[src/rtl/auto_bcd_counter.sv]
// Multi-digit BCD counter with a two-rate prescaler, direction, enable, clear, load, tick and carry.
// Optional build macro AUTO_BCD_SAT_EN: saturate at all-9s / all-0s instead of wrapping.
module auto_bcd_counter #(
  parameter int DIGITS   = 4,
  parameter int DIV_FAST = 10_000_000,
  parameter int DIV_SLOW = 100_000_000,
  parameter int PRE_W    = 27
) (
  input  logic                  clk,
  input  logic                  rst_n,
  input  logic                  en,
  input  logic                  fast,
  input  logic                  up,
  input  logic                  clr,
  input  logic                  load,
  input  logic [4*DIGITS-1:0]   load_val,
  output logic [4*DIGITS-1:0]   q,
  output logic                  tick,
  output logic                  carry
);

  localparam logic [PRE_W-1:0] LP_FAST_LAST = PRE_W'(DIV_FAST - 1);
  localparam logic [PRE_W-1:0] LP_SLOW_LAST = PRE_W'(DIV_SLOW - 1);

  logic [PRE_W-1:0]    r_pre;
  logic [4*DIGITS-1:0] r_q;
  logic                r_tick;
  logic                r_carry;

  logic [PRE_W-1:0]    w_pre_last;
  logic                w_term;
  logic [4*DIGITS-1:0] w_q_inc;
  logic [4*DIGITS-1:0] w_q_dec;
  logic [4*DIGITS-1:0] w_q_step;
  logic [4*DIGITS-1:0] w_load_clamped;
  logic                w_all9;
  logic                w_all0;
  logic                w_wrap;

  // The >= compare lets a switch to the shorter period end the current period at once.
  assign w_pre_last = fast ? LP_FAST_LAST : LP_SLOW_LAST;
  assign w_term     = en && (r_pre >= w_pre_last);

  // NOTE: every combinational output gets a default before the loop so no latch is inferred.
  always_comb begin
    logic v_low9;
    logic v_low0;
    w_q_inc        = r_q;
    w_q_dec        = r_q;
    w_load_clamped = '0;
    v_low9         = 1'b1;
    v_low0         = 1'b1;
    for (int i = 0; i < DIGITS; i++) begin
      if (v_low9) begin
        w_q_inc[4*i +: 4] = (r_q[4*i +: 4] == 4'd9) ? 4'd0 : r_q[4*i +: 4] + 4'd1;
      end
      if (v_low0) begin
        w_q_dec[4*i +: 4] = (r_q[4*i +: 4] == 4'd0) ? 4'd9 : r_q[4*i +: 4] - 4'd1;
      end
      v_low9 = v_low9 && (r_q[4*i +: 4] == 4'd9);
      v_low0 = v_low0 && (r_q[4*i +: 4] == 4'd0);
      w_load_clamped[4*i +: 4] = (load_val[4*i +: 4] > 4'd9) ? 4'd9 : load_val[4*i +: 4];
    end
    w_all9 = v_low9;
    w_all0 = v_low0;
  end

  assign w_wrap = up ? w_all9 : w_all0;

`ifdef AUTO_BCD_SAT_EN
  assign w_q_step = w_wrap ? r_q : (up ? w_q_inc : w_q_dec);
`else
  assign w_q_step = up ? w_q_inc : w_q_dec;
`endif

  // NOTE: sequential state uses non-blocking assignments so all registers update from pre-edge values.
  always_ff @(posedge clk or negedge rst_n) begin
    if (!rst_n) begin
      r_pre   <= '0;
      r_q     <= '0;
      r_tick  <= 1'b0;
      r_carry <= 1'b0;
    end else if (clr) begin
      r_pre   <= '0;
      r_q     <= '0;
      r_tick  <= 1'b0;
      r_carry <= 1'b0;
    end else begin
      if (w_term) begin
        r_pre <= '0;
      end else if (en) begin
        r_pre <= r_pre + PRE_W'(1);
      end
      // A load wins over a coincident step but leaves the prescaler running.
      if (load) begin
        r_q     <= w_load_clamped;
        r_tick  <= 1'b0;
        r_carry <= 1'b0;
      end else if (w_term) begin
        r_q     <= w_q_step;
        r_tick  <= 1'b1;
        r_carry <= w_wrap;
      end else begin
        r_tick  <= 1'b0;
        r_carry <= 1'b0;
      end
    end
  end

  assign q     = r_q;
  assign tick  = r_tick;
  assign carry = r_carry;

endmodule

[config.mk]
export PLATFORM = sky130hd
export DESIGN_NAME = auto_bcd_counter
export DESIGN_NICKNAME = d
export VERILOG_FILES = /design/src/rtl/auto_bcd_counter.sv
export SDC_FILE = /design/constraint.sdc
export NUM_CORES = 1
export LEC_CHECK = 0
export CAP_MARGIN = 15
export CORE_MARGIN = 3
export CORE_UTILIZATION = 25
export CTS_CLUSTER_SIZE = 12
export DETAILED_ROUTE_END_ITERATION = 10
export REMOVE_ABC_BUFFERS = 1
export SYNTH_ARGS = -nofsm -noshare
export SYNTH_HDL_FRONTEND = slang
export SYNTH_SLANG_ARGS = --single-unit
[constraint.sdc]
create_clock -name clk -period 6.8 [get_ports clk]
set_clock_uncertainty 0.2 [all_clocks]
set_input_delay 1.36 -clock clk [delete_from_list [all_inputs] [get_ports clk]]
set_output_delay 1.36 -clock clk [all_outputs]
set_load 0.01 [all_outputs]
==> impl_metrics.tcl <==
set metrics [dict create \
    timing.final.max_slew_violations 0 \
    p_sw_frac 0.271 \
    cp_max_fo 44 \
    cts_tree "built" \
    die_w_um 128 \
    timing.rr.end "q[6]" \
    final_util 0.314 \
    hp-class "register to register" \
    path_class "primary input to register" \
    core_area_um2 14200 \
    dp_hpwl_um 6830 \
    relSlewSlack 0.505 \
    cts-root-buf "clkbuf_16" \
    cts.path.max_buffers 2 \
    netlist_area_um2 3700 \
    synth.distinct_cells 71 \
    min-delay-start "r_pre[3]" \
    seqPwrFrac 0.387 \
    crit_slowest_cell "clkdlybuf4s50_1" \
    grt_first_pass_wirelength_um 15800 \
    ys_seq_area_frac 0.304 \
    fillers 1514 \
    clock-sinks 45 \
    nets 524 \
    io_pins 41 \
    avgSynthCellArea_um2 8.35 \
    clockPowerShare 0.420 \
    grt_max_degree 46 \
    vdd_drop_max_v 0.000100 \
    setup_viol 0 \
    antenna_found_initial 0 \
    leakage_nw 1.88 \
    tns_ps 0 \
    via_per_inst 5.32 \
    path_cells "clkdlybuf4s50_1, inv_1, ha_1, or4_1, o2111ai_2, nand3_4, nor3b_4, buf_4, or2b_1, a31oi_1" \
    synth_area_leader_cell "dfrtp_1" \
    rr_worst_depth 7 \
    gr-usage-all-layers 0.116 \
    area_growth_pct 20.7 \
    cp-end-kind "register" \
    max_freq_ghz 0.230 \
    layout-drive-gt1-share 0.0819 \
    rsz0062_at_grt "no" \
    initial_core_util 0.261 \
    wirelength_um 9340 \
    cp.arrival_ps 4360 \
    drc_errors 0 \
    post_cts_buffers 0 \
    cp_top_family "buffers and inverters" \
    dr.first_iter.drc_count 171 \
    ys.flop_type "dfrtp_1" \
    gr-total-overflow 0 \
    clkTransAtPathRegs_ps 70 \
    required_ps 6820 \
    wl_per_cell_um 14.2 \
    rows 43 \
    p_sw_mw 0.206 \
    postCtsHoldBufs 0 \
    yosys_register_bits 45 \
    vias 3491 \
    fp.dieH_um 128 \
    period_needed_ps 4340 \
    place_congestion 0.882 \
    cp-start-kind "primary input" \
    grt_pass1_vias 3296 \
    finalHoldViolations 0 \
    cts-resized-gates 0 \
    synthArstFlopShare 1.00 \
    r2r_slack_ps 4020 \
    antenna_left 0 \
    die_area_um2 16300 \
    hold_path_end "r_pre[3]" \
    antenna_cells 0 \
    cellInternalPower_mw 0.554 \
    max_stage_delay_ps 720 \
    post-route-period-util 0.638 \
    yosys_warnings 0 \
    synthTopCellsByArea "dfrtp_1 30%, ha_1 8.8%, nand2_1 4.6%" \
    drtPass1Iterations 4 \
    maxCapViolations 0 \
    r2r_start "r_pre[18]" \
    holdPathStages 1 \
    synth_top_area_frac 0.304 \
    status "completed" \
    synthTopCellsByCount "45 x dfrtp_1, 45 x nand2_1, 33 x nand3_1, 33 x nor2_1, 28 x o21ai_0" \
    port_buffers 40 \
    power_density_nw_per_um2 170 \
    synth_edf_count 0 \
    synth_cells 443 \
    tightest_slew_ps 741 \
    p_comb_frac 0.193 \
    cts.htree.levels 2 \
    numCtsBuffers 5 \
    clk_latency_ps 290 \
    critPathBufInv 3 \
]
## registers in the layout (all words and copies together) (netlist names)
signal  cells
carry       1
q          16
r_pre      27
tick        1
## per-layer routing
| metal | up-vias | global-route usage | wire [um] |
|---|---|---|---|
| li1 | 1712 | - | - |
| met1 | 1671 | 0.154 | 4310 |
| met2 | 91 | 0.188 | 4400 |
| met3 | 17 | 0.0208 | 437 |
| met4 | 0 | 0.0437 | 202 |
| met5 | - | 0 | 0 |
## kinds of logic after synthesis
group	share of synthesized area
AND/OR/NAND/NOR	0.267
AO/OA/AOI/OAI	0.251
buffers and inverters	0.0541
flip-flops	0.304
adder cells (fa/ha/maj)	0.0879
multiplexers	0.0335
XOR/XNOR	0.00237
## how the worst max path moves through the flow
stage               start        end  slack [ps]  depth (start not counted)
floorplan            fast  r_pre[13]        2770                          8
global placement     fast  r_pre[13]        2200                         10
global route         fast  r_pre[16]        2280                         10
detailed placement   fast  r_pre[16]        2140                         10
CTS                  fast  r_pre[16]        2450                         10
finish               fast  r_pre[13]        2460                         10
## cells in the final DEF (no fill, tap or decap), types with 4 or more instances in the layout
cell | Yosys | final
mux2i_1 | 9 | 9
and3_1 | 7 | 7
a31oi_1 | 14 | 14
nor2b_1 | 7 | 7
dfrtp_1 | 45 | 45
nor2_1 | 33 | 33
nand3b_1 | 6 | 6
nor4_1 | 5 | 5
nand3_1 | 33 | 33
clkdlybuf4s50_1 | 0 | 39
o21ai_0 | 28 | 28
nand2b_1 | 8 | 8
inv_1 | 26 | 26
and2_1 | 4 | 4
buf_4 | 2 | 4
a22o_1 | 6 | 6
nand2_1 | 45 | 45
nor3_1 | 9 | 9
clkbuf_16 | 0 | 5
or2_2 | 4 | 4
a21o_1 | 5 | 5
ha_1 | 26 | 26
a21oi_1 | 23 | 23
o31ai_1 | 5 | 5
## cell type report
class | instances | area (um^2) | area share
multi-input combinational | 352 | 2370 | 0.532
sequential | 45 | 1130 | 0.252
timing repair buffer | 45 | 453 | 0.101
tap | 180 | 225 | 0.0504
clock buffer | 5 | 125 | 0.0280
inverter | 26 | 97.6 | 0.0218
clock inverter | 3 | 65.1 | 0.0146
## worst register-to-register path: stages, from the launching register on
cell,delay [ps]
dfrtp_1,450
ha_1,360
nand4b_4,130
or4_4,560
nand3_4,160
o211ai_2,190
a2111oi_1,470
a2111oi_2,100
## power by group through the flow
| stage | clock, mW | combinational (mW) | sequential, mW |
|---|---|---|---|
| 6_report | 0.319 | 0.147 | 0.294 |
| 2_1_floorplan | 0 | 0.0799 | 0.298 |
| 4_1_cts | 0.322 | 0.146 | 0.294 |
| 3_3_place_gp | 0 | 0.143 | 0.299 |
| 5_1_grt | 0.336 | 0.165 | 0.296 |
| 3_5_place_dp | 0 | 0.146 | 0.299 |
## stage by stage
| step | setup WS [ps] | cells | hold WS [ps] | power, mW | area, um^2 |
|---|---|---|---|---|---|
| after detailed placement | 2140 | 647 | 327 | 0.445 | 4250 |
| final | 2460 | 656 | 337 | 0.760 | 4470 |
| after CTS | 2450 | 655 | 333 | 0.763 | 4440 |
| after floorplan | 2770 | 423 | 294 | 0.378 | 3600 |
| after global routing | 2280 | 656 | 368 | 0.797 | 4470 |
| after global placement | 2200 | 647 | 318 | 0.441 | 4250 |
Note: power is estimated with default switching activity, not from simulation.
